### src/rtl/seq_det_param_if.sv
// Serial pattern detector bus: qualified bit stream and pattern control in,
// match pulse and match counter status out.
interface seq_det_param_if #(
   parameter int PAT_W = 4,
   parameter int CNT_W = 8
);
   logic             seq_bit;
   logic             bit_vld;
   logic             overlap;
   logic             pat_load;
   logic [PAT_W-1:0] pat_in;
   logic             clr_cnt;
   logic             tick;
   logic [CNT_W-1:0] match_cnt;
   logic             cnt_sat;

   modport master (
      output seq_bit, bit_vld, overlap, pat_load, pat_in, clr_cnt,
      input  tick, match_cnt, cnt_sat
   );

   modport slave (
      input  seq_bit, bit_vld, overlap, pat_load, pat_in, clr_cnt,
      output tick, match_cnt, cnt_sat
   );
endinterface

### src/rtl/seq_det_param.sv
// Parametrised serial pattern detector with runtime-loadable pattern,
// overlap select, registered match pulse and saturating match counter.
module seq_det_param #(
   parameter int               PAT_W       = 4,
   parameter logic [PAT_W-1:0] PAT_DEFAULT = PAT_W'(4'b1011),
   parameter int               CNT_W       = 8
) (
   input logic            clk,
   input logic            rst,
   seq_det_param_if.slave bus
);
   localparam int               FILL_W  = $clog2(PAT_W);
   localparam logic [FILL_W-1:0] FULL   = FILL_W'(PAT_W - 1);
   localparam logic [CNT_W-1:0]  CNT_MAX = '1;

   logic [PAT_W-2:0]  hist;
   logic [FILL_W-1:0] fill;
   logic [PAT_W-1:0]  pat;
   logic [PAT_W-1:0]  window;
   logic              match;
   logic              tick;
   logic [CNT_W-1:0]  cnt;

   // newest bit joins the history at the LSB end
   assign window = {hist, bus.seq_bit};

   assign match = bus.bit_vld & ~bus.pat_load &
                  (fill == FULL) & (window == pat);

   // pattern, history and fill tracking
   always_ff @(posedge clk or posedge rst) begin
      if (rst) begin
         pat  <= PAT_DEFAULT;
         hist <= '0;
         fill <= '0;
      end else if (bus.pat_load) begin
         pat  <= bus.pat_in;
         fill <= '0;
      end else if (bus.bit_vld) begin
         hist <= window[PAT_W-2:0];
         if (match && !bus.overlap)
            fill <= '0;
         else if (fill != FULL)
            fill <= fill + 1'b1;
      end
   end

   // match pulse and saturating counter, clear wins over a match
   always_ff @(posedge clk or posedge rst) begin
      if (rst) begin
         tick <= 1'b0;
         cnt  <= '0;
      end else begin
         tick <= match;
         if (bus.clr_cnt)
            cnt <= '0;
         else if (match && cnt != CNT_MAX)
            cnt <= cnt + 1'b1;
      end
   end

   assign bus.tick      = tick;
   assign bus.match_cnt = cnt;
   assign bus.cnt_sat   = (cnt == CNT_MAX);
endmodule

### src/flat_wrapper.sv
// flat-port wrapper written by rule: the top's interface ports become plain ports
module seq_det_param_flat 
#(
   parameter int               PAT_W       = 4,
   parameter logic [PAT_W-1:0] PAT_DEFAULT = PAT_W'(4'b1011),
   parameter int               CNT_W       = 8
)
  (clk, rst, bus_seq_bit, bus_bit_vld, bus_overlap, bus_pat_load, bus_pat_in, bus_clr_cnt, bus_tick, bus_match_cnt, bus_cnt_sat);
  seq_det_param_if #(.PAT_W(PAT_W), .CNT_W(CNT_W)) bus_i ();
  input logic clk;
  input logic rst;
  input wire logic [$bits(bus_i.seq_bit)-1:0] bus_seq_bit;
  input wire logic [$bits(bus_i.bit_vld)-1:0] bus_bit_vld;
  input wire logic [$bits(bus_i.overlap)-1:0] bus_overlap;
  input wire logic [$bits(bus_i.pat_load)-1:0] bus_pat_load;
  input wire logic [$bits(bus_i.pat_in)-1:0] bus_pat_in;
  input wire logic [$bits(bus_i.clr_cnt)-1:0] bus_clr_cnt;
  output wire logic [$bits(bus_i.tick)-1:0] bus_tick;
  output wire logic [$bits(bus_i.match_cnt)-1:0] bus_match_cnt;
  output wire logic [$bits(bus_i.cnt_sat)-1:0] bus_cnt_sat;
  assign bus_i.seq_bit = bus_seq_bit;
  assign bus_i.bit_vld = bus_bit_vld;
  assign bus_i.overlap = bus_overlap;
  assign bus_i.pat_load = bus_pat_load;
  assign bus_i.pat_in = bus_pat_in;
  assign bus_i.clr_cnt = bus_clr_cnt;
  assign bus_tick = bus_i.tick;
  assign bus_match_cnt = bus_i.match_cnt;
  assign bus_cnt_sat = bus_i.cnt_sat;
  seq_det_param #(.PAT_W(PAT_W), .PAT_DEFAULT(PAT_DEFAULT), .CNT_W(CNT_W)) u_core (.clk(clk), .rst(rst), .bus(bus_i));
endmodule
### config.mk
export PLATFORM = sky130hd
export DESIGN_NAME = seq_det_param_flat
export DESIGN_NICKNAME = d
export VERILOG_FILES = /design/src/rtl/seq_det_param_if.sv /design/src/rtl/seq_det_param.sv /design/src/flat_wrapper.sv
export SDC_FILE = /design/constraint.sdc
export NUM_CORES = 1
export LEC_CHECK = 0
export CAP_MARGIN = 20
export CELL_PAD_IN_SITES_DETAIL_PLACEMENT = 1
export CELL_PAD_IN_SITES_GLOBAL_PLACEMENT = 1
export CORE_ASPECT_RATIO = 1.4
export CORE_MARGIN = 2
export CORE_UTILIZATION = 42
export DETAILED_ROUTE_END_ITERATION = 10
export HOLD_SLACK_MARGIN = 0.03
export PLACE_DENSITY_LB_ADDON = 0.1
export SLEW_MARGIN = 0
export SYNTH_ARGS = -nofsm -noshare
export SYNTH_HDL_FRONTEND = slang
export SYNTH_SLANG_ARGS = --single-unit
### constraint.sdc
create_clock -name clk -period 4.9 [get_ports clk]
set_clock_uncertainty 0.15 [all_clocks]
set_input_delay 0.98 -clock clk [delete_from_list [all_inputs] [get_ports clk]]
set_output_delay 0.98 -clock clk [all_outputs]
set_load 0.02 [all_outputs]
=== Word level (Yosys, flattened, before mapping) ===
Index checks and enable logic that the tools add are counted.

* RAM bits: 0
* Word-level logic and storage cells: 30
* Bits in latches: 0
* Memory bits (read-only): 0
* Register bits after elaboration: 18
* Bits of input ports: 11
* Memories: 0

* Reductions and logical operators: 8
* $mul: 0
* Div/mod/pow operators: 0
* Multiplexer cells: 6
* Equality and inequality tests: 5
* Bitwise gates (word level): 4
* Magnitude comparators: 0
* $add $sub $neg: 2
* Shifts and indexed selects: 0

{| class="wikitable"
|+ Operators with widths
! cell !! number
|-
| 8-bit two-way mux || 2
|-
| 8-bit by 1-bit adder with 8-bit output, second input constant || 1
|-
| 8-bit == test, second input constant || 1
|-
| 2-bit two-way mux || 4
|-
| 8-bit inequality test, second input constant || 1
|-
| 4-bit == test || 1
|-
| 2-bit AND reduction || 2
|-
| 2-bit nonzero test || 2
|-
| 1-bit bitwise AND || 3
|-
| 3-bit nonzero test || 1
|-
| 2-bit by 1-bit adder with 2-bit output, second input constant || 1
|-
| 2-bit == test, second input constant || 1
|-
| 1-bit logical AND || 2
|-
| 2-bit inequality test, second input constant || 1
|-
| 1-bit zero test || 1
|-
| 1-bit NOT || 1
|}

=== Depth between registers and ports, before layout ===
Gate-level depths: netlist of the first run.

* Depth after elaboration: 8
* Mapped depth: 6
* Depth with buffers taken out: 6

=== Worst setup path after synthesis of the first run ===
Ideal clock, no wire load.

* Kind: in2reg
* From: input bus_pat_load
* To: register u_core.cnt[3], in the netlist u_core.bus.match_cnt[3]
* Path buffers: 2
* Arrival time: 2,079 ps
* Stages on the path: 6
* Path slack: 2,546 ps
* Path through: buf_6 > nor2b_4 > buf_6 > nand4_4 > nor4_1 > mux2_2

* Cells in the longest elaborated chain, start to end: 6

{| class="wikitable"
|+ RTL lines
! element !! RTL line !! RTL
|-
| start, declared || flat_wrapper.sv:15 || <nowiki>input wire logic [$bits(bus_i.pat_load)-1:0] bus_pat_load;</nowiki>
|-
| 1-bit NOT (no line) || -- ||
|-
| 1-bit bitwise AND (2 in series) || seq_det_param.sv:27 || <nowiki>assign match = bus.bit_vld & ~bus.pat_load &</nowiki>
|-
| 1-bit bitwise AND || seq_det_param.sv:28 || <nowiki>(fill == FULL) & (window == pat);</nowiki>
|-
| 1-bit logical AND || seq_det_param.sv:57 || <nowiki>else if (match && cnt != CNT_MAX)</nowiki>
|-
| 2-bit nonzero test (no line) || -- ||
|-
| end signal, assigned || seq_det_param.sv:58 || <nowiki>cnt <= cnt + 1'b1;</nowiki>
|-
| end, declared || seq_det_param.sv:22 || <nowiki>logic [CNT_W-1:0] cnt;</nowiki>
|}

No other way between the ends.
A chain may end at the register's enable or synchronous reset.

=== Worst setup path after layout of the first run ===
* From: register u_core.cnt[0], in the netlist u_core.bus.match_cnt[0]
* To: output bus_cnt_sat

* Cells in the longest elaborated chain, start to end: 1

{| class="wikitable"
|+ RTL lines
! element !! RTL line !! RTL
|-
| 8-bit == test || seq_det_param.sv:64 || <nowiki>assign bus.cnt_sat = (cnt == CNT_MAX);</nowiki>
|-
| end, declared || flat_wrapper.sv:20 || <nowiki>output wire logic [$bits(bus_i.cnt_sat)-1:0] bus_cnt_sat;</nowiki>
|}

No other way between the ends.

==> impl_metrics.env, run 1 <==
export IMPL_ys_types=32
export IMPL_area_growth_syn_to_layout_pct=22.3
export IMPL_hold_start="u_core.pat[2]"
export IMPL_cts_hold_buffers=0
export IMPL_fill_cells=268
export IMPL_dpl_hpwl_um=1650
export IMPL_yosys_area_top_type="dfrtp_1"
export IMPL_post_synth_inst_count=93
export IMPL_cellPowerDensity_mw_per_mm2=244
export IMPL_synth_async_reset_ratio=1.00
export IMPL_clock_root_buffer="clkbuf_4"
export IMPL_cp_cell_sequence="ha_1 > and2_1 > nand4_1 > inv_2 > clkdlybuf4s50_1"
export IMPL_critPathLaunchType="flop"
export IMPL_number_of_enable_type_register_cells_in_the_synthesized_netlist=0
export IMPL_run_status="finished clean"
export IMPL_floorplan_die_height_um=62.4
export IMPL_detail_route_wl_per_cell_um=15.9
export IMPL_synth_top_cells_by_area="dfrtp_1 37%, mux2_2 12%, dfstp_2 7.7%"
export IMPL_cp_max_fo=8
export IMPL_start_util=0.433
export IMPL_register_area_um2=454
export IMPL_number_of_search_and_repair_iterations_in_the_first_detailed_routing_pass=2
export IMPL_area_taken_by_multi_input_logic_gates_um2=529
export IMPL_clock_sinks=18
export IMPL_clk_pin_slew_ns=0.11
export IMPL_maxSlewViolCount=0
export IMPL_max_slew_margin=0.534
export IMPL_cts_tree="done"
export IMPL_place_gp_congestion=0.742
export IMPL_design_portCount=21
export IMPL_cts_repair_resizes=0
export IMPL_worst_ir_drop_vdd_mv=0.250
export IMPL_numCtsBuffers=3
export IMPL_inserted_diodes=0
export IMPL_drive_gt1_frac=0.193
export IMPL_synth_top_cell_area_share=0.366
export IMPL_drt_initial_drc_count=8
export IMPL_slew_at_the_pin_closest_to_its_max_slew_limit_ns=0.699
export IMPL_number_of_antenna_violations_at_the_first_check_in_global_routing=0
export IMPL_wire_length_of_the_first_global_routing_pass_um=3750
export IMPL_pre_cts_ws_ns=1.78
export IMPL_timing_critical_path_arrival_ns=2.12
export IMPL_post_cts_setup_buffer_count=0
export IMPL_ant_nets=0
export IMPL_timing_worst_setup_path_type="flop to output pin"
export IMPL_core_area_mm2=0.00236
export IMPL_synth_most_common_cell="dfrtp_1"
export IMPL_grt_pass1_vias=853
export IMPL_synth_warning_count=0
export IMPL_clock_path_buffers=2
export IMPL_synthesis_area_per_instance_um2=11.0
export IMPL_ys_seq_area_frac=0.443
export IMPL_buffer_ports_inserted=20
export IMPL_worst_skew_pair_late_latency_ns=0.29
export IMPL_die_width_um=45.7
export IMPL_worstSetupEndpointType="output pin"
export IMPL_achievable_frequency_ghz=0.308
export IMPL_required_ns=3.77
export IMPL_grt_start_max_net_pins=19
export IMPL_cts_max_level=1
export IMPL_period_share=0.664
export IMPL_grt_usage=0.176
export IMPL_worstHoldPathType="flop to flop"
export IMPL_synthesis_area_mm2=0.00102
export IMPL_grt_overflow_total=0
export IMPL_r2r_slack_ns=2.79
export IMPL_worst_r2r_startpoint="u_core.bus.match_cnt[0]"
export IMPL_timing_critical_path_buf_inv=2
export IMPL_row_count=21
export IMPL_synthesis_stage_register_bit_count=18
export IMPL_synth_cells_most_frequent="15 x dfrtp_1, 11 x mux2_2, 6 x nor2_1, 6 x nor2b_1, 5 x nor4_1"
export IMPL_totalNegativeSetupSlack_ns=0
export IMPL_leakagePower_nw=0.525
export IMPL_crit_path_start="u_core.bus.match_cnt[0]"
export IMPL_rsz0062_at_grt="false"
export IMPL_crit_path_max_incr_delay_ns=0.62
export IMPL_min_period_ns=3.25
export IMPL_routed_via_count=792
export IMPL_top_flip_flop_cell_by_instance_count_after_synthesis="dfrtp_1"
export IMPL_drv_cap=0
export IMPL_drt_total_wl_um=2170
export IMPL_die_area_mm2=0.00286
export IMPL_drt_vias_per_instance=5.78
export IMPL_mappedNetlistNets=106
export IMPL_timing_final_hold_violations=0
export IMPL_critical_path_slowest_cell="clkdlybuf4s50_1"
export IMPL_nNetsFinal=128
export IMPL_drc=0
export IMPL_finalSetupViolations=0
export IMPL_cp_top_family="buffers and inverters"
export IMPL_fin_ws_ns=1.65
[sequential cells by signal, indices dropped and copies added, names as in the netlist]
| signal | flops |
|---|---|
| u_core.bus.match_cnt | 8 |
| u_core.bus.tick | 1 |
| u_core.fill | 2 |
| u_core.hist | 3 |
| u_core.pat | 4 |
[worst reg2reg max path, delay by kind of cell (launching register included)]
family	cells	cell delay, ns
flops	1	0.48
fa+ha+maj	1	0.25
buf+inv	1	0.10
simple gates	3	0.65
mux	1	0.38
[kinds of logic (layout without fill, tap and decap cells)]
| group | Yosys count | in the layout | share of synthesized area |
|---|---|---|---|
| AOI/OAI and AO/OA | 8 | 8 | 0.0525 |
| xor gates and xnor gates | 3 | 3 | 0.0330 |
| adders and majority gates | 2 | 2 | 0.0244 |
| buffers and inverters | 7 | 28 | 0.0403 |
| DFF | 18 | 18 | 0.443 |
| muxes | 13 | 13 | 0.142 |
| and+or+nand+nor | 42 | 42 | 0.265 |
[final timing paths]
path                                      endpoint  cells after the start
max in group asynchronous          u_core.bus.tick                      2
max                                    bus_cnt_sat                      5
min                                  u_core.pat[2]                      1
min reg2reg                          u_core.pat[2]                      1
max reg2reg                u_core.bus.match_cnt[3]                      6
min in group asynchronous           u_core.hist[0]                      2
[power by group]
part,switching [mW],internal (mW),leakage (nW),total [mW]
combinational,0.0309,0.0289,0.280,0.0599
clock,0.0448,0.0315,0.0150,0.0763
sequential,0.00880,0.161,0.231,0.170
[cell type report]
class | instances | area share
Clock buffer | 4 | 0.0210
Inverter | 4 | 0.0120
Multi-Input combinational cell | 68 | 0.422
Sequential cell | 18 | 0.362
Tap cell | 23 | 0.0230
Timing Repair Buffer | 20 | 0.160
[layer usage]
layer  share of wire  global-route usage
met2            0.55               0.324
met5               0                   0
met3           0.028              0.0173
met4          0.0087              0.0536
met1            0.41               0.200
[stage by stage]
stage	util	cells	hold WS, ns	power (mW)	instance area (um^2)
2_1_floorplan	-	93	0.352	0.215	1020
3_3_place_gp	0.519	133	0.376	0.232	1230
3_5_place_dp	0.519	133	0.374	0.234	1230
4_1_cts	0.530	137	0.397	0.311	1250
5_1_grt	0.530	137	0.423	0.324	1250
6_report	0.530	137	0.390	0.306	1250
[layout by cell type, fill, tap and decap left out, drive strengths merged, types with 4 or more instances in the layout]
| master | count |
|---|---|
| clkbuf | 4 |
| mux2 | 12 |
| dfrtp | 15 |
| nor2 | 6 |
| nor2b | 7 |
| clkdlybuf4s50 | 20 |
| nand2b | 4 |
| nand4 | 4 |
| nor4 | 5 |
| inv | 4 |
Power figures use the tool's default switching activity.
==> run 2, diff against run 1 <==
--- a/config.mk
+++ b/config.mk
@@ -10,7 +10,7 @@
 export CELL_PAD_IN_SITES_GLOBAL_PLACEMENT = 1
 export CORE_ASPECT_RATIO = 1.4
 export CORE_MARGIN = 2
-export CORE_UTILIZATION = 42
+export CORE_UTILIZATION = 39
 export DETAILED_ROUTE_END_ITERATION = 10
 export HOLD_SLACK_MARGIN = 0.03
 export PLACE_DENSITY_LB_ADDON = 0.1
==> constraint.sdc (replaced) <==
create_clock -name clk -period 3.15 [get_ports clk]
set_clock_uncertainty 0.15 [all_clocks]
set_input_delay 0.63 -clock clk [delete_from_list [all_inputs] [get_ports clk]]
set_output_delay 0.63 -clock clk [all_outputs]
set_load 0.02 [all_outputs]
==> run 2 against run 1 <==
Setup slack got worse by 1.4 ns. Sequential power rose by 56%. Register-to-register slack got worse by 1.7 ns. Design area rose by 2.1%. Combinational power rose by 56%. Sequential cell count did not move. Count of clock-buffer cells in the layout did not move. Die area rose by 7.1%. Clock power rose by 98%. Global-route usage fell by 0.41 points. Critical path depth did not move.
==> impl_metrics.env, run 2 (synthesis results as in run 1) <==
export IMPL_post_cts_setup_buffer_count=0
export IMPL_required_ns=2.37
export IMPL_fin_ws_ns=0.225
export IMPL_clock_root_buffer="clkbuf_4"
export IMPL_ant_nets=0
export IMPL_critical_path_reg2reg_endpoint="u_core.bus.match_cnt[3]"
export IMPL_cts_max_level=1
export IMPL_max_slew_margin=0.529
export IMPL_start_util=0.400
export IMPL_final_cell_mix="20 x clkdlybuf4s50_1, 15 x dfrtp_1, 11 x mux2_2"
export IMPL_grt_pass1_vias=846
export IMPL_clock_path_buffers=2
export IMPL_cp_max_fo=8
export IMPL_area_growth_syn_to_layout_pct=24.9
export IMPL_design_portCount=21
export IMPL_critPathLaunchType="flop"
export IMPL_drt_total_wl_um=2190
export IMPL_cts_tree="done"
export IMPL_leakagePower_nw=0.531
export IMPL_clk_pin_slew_ns=0.11
export IMPL_detail_route_wl_per_cell_um=14.6
export IMPL_cts_repair_resizes=0
export IMPL_drt_vias_per_instance=5.21
export IMPL_worstSetupEndpointType="output pin"
export IMPL_numCtsBuffers=3
export IMPL_number_of_antenna_violations_at_the_first_check_in_global_routing=0
export IMPL_drc=0
export IMPL_row_count=22
export IMPL_floorplan_die_height_um=64.7
export IMPL_die_width_um=47.3
export IMPL_worst_r2r_startpoint="u_core.bus.match_cnt[0]"
export IMPL_grt_start_max_net_pins=19
export IMPL_wire_length_of_the_first_global_routing_pass_um=3810
export IMPL_r2r_cells=6
export IMPL_cellPowerDensity_mw_per_mm2=398
export IMPL_totalNegativeSetupSlack_ns=0
export IMPL_crit_path_start="u_core.bus.match_cnt[0]"
export IMPL_r2r_slack_ns=1.08
export IMPL_mostFrequentLayoutCell="clkdlybuf4s50_1"
export IMPL_place_detailed_instances=146
export IMPL_drt_initial_drc_count=14
export IMPL_timing_final_hold_violations=0
export IMPL_routed_via_count=781
export IMPL_worstHoldPathType="flop to flop"
export IMPL_dpl_hpwl_um=1590
export IMPL_core_area_mm2=0.00256
export IMPL_slew_at_the_pin_closest_to_its_max_slew_limit_ns=0.706
export IMPL_timing_critical_path_arrival_ns=2.14
export IMPL_timing_worst_setup_path_type="flop to output pin"
export IMPL_maxSlewViolCount=0
export IMPL_clock_sinks=18
export IMPL_grt_usage=0.172
export IMPL_hold_start="u_core.pat[2]"
export IMPL_achievable_frequency_ghz=0.342
export IMPL_place_gp_congestion=0.766
export IMPL_run_status="finished clean"
export IMPL_number_of_search_and_repair_iterations_in_the_first_detailed_routing_pass=4
export IMPL_inserted_diodes=0
export IMPL_largest_register_ffs=8
export IMPL_buffer_ports_inserted=20
export IMPL_pre_cts_ws_ns=0.465
export IMPL_layout_cells_non_filler=150
export IMPL_timing_critical_path_to="bus_cnt_sat"
export IMPL_min_period_ns=2.92
export IMPL_cts_hold_buffers=0
export IMPL_finalSetupViolations=0
export IMPL_die_area_mm2=0.00306
export IMPL_drive_gt1_frac=0.202
export IMPL_rsz0062_at_grt="false"
export IMPL_grt_overflow_total=0
export IMPL_drv_cap=0
export IMPL_period_share=0.928
export IMPL_nNetsFinal=128
export IMPL_worst_skew_pair_late_latency_ns=0.31
export IMPL_worst_ir_drop_vdd_mv=0.320
[run 2: worst min path at each step]
stage                         end  slack (ns)  cells after the start
floorplan           u_core.pat[2]        0.35                      1
global placement    u_core.pat[2]        0.37                      1
detailed placement  u_core.pat[2]        0.37                      1
CTS                 u_core.pat[2]        0.40                      1
global route        u_core.pat[2]        0.42                      1
finish              u_core.pat[2]        0.39                      1
[run 2: area by class of cell]
| cell class | count | area [um^2] |
|---|---|---|
| well taps | 36 | 45.0 |
| inverters | 4 | 15.0 |
| clock buffers | 4 | 36.3 |
| repair buffers | 20 | 200 |
| flip-flops and latches | 18 | 454 |
| multi-input cells | 68 | 529 |
| fillers | 291 | 1280 |
[run 2: metal layers]
metal / track usage / up-vias / share of wire
li1: - / 379 / -
met1: 0.205 / 379 / 0.41
met2: 0.301 / 21 / 0.54
met3: 0.0167 / 2 / 0.035
met4: 0.0625 / 0 / 0.013
met5: 0 / - / 0
[run 2: stage by stage]
| stage | cell area [um^2] | utilization | hold slack, ns | power (mW) |
|---|---|---|---|---|
| global route | 1280 | 0.500 | 0.421 | 0.534 |
| global placement | 1240 | 0.486 | 0.372 | 0.361 |
| floorplan | 1020 | - | 0.352 | 0.335 |
| detailed placement | 1240 | 0.486 | 0.374 | 0.364 |
| CTS | 1280 | 0.500 | 0.399 | 0.518 |
| finish | 1280 | 0.500 | 0.394 | 0.509 |
[run 2: worst max-delay path: stages (launching register included)]
cell             delay [ns]
dfrtp_1                0.48
ha_1                   0.20
and2_1                 0.17
nand4_1                0.17
inv_2                  0.18
clkdlybuf4s50_1        0.63
[run 2: power breakdown]
group          total [mW]  internal, mW  leakage, nW  switching, mW
combinational      0.0934        0.0450        0.280         0.0485
clock               0.151        0.0707       0.0210         0.0803
sequential          0.265         0.251        0.231         0.0139
total               0.509         0.366        0.531          0.143
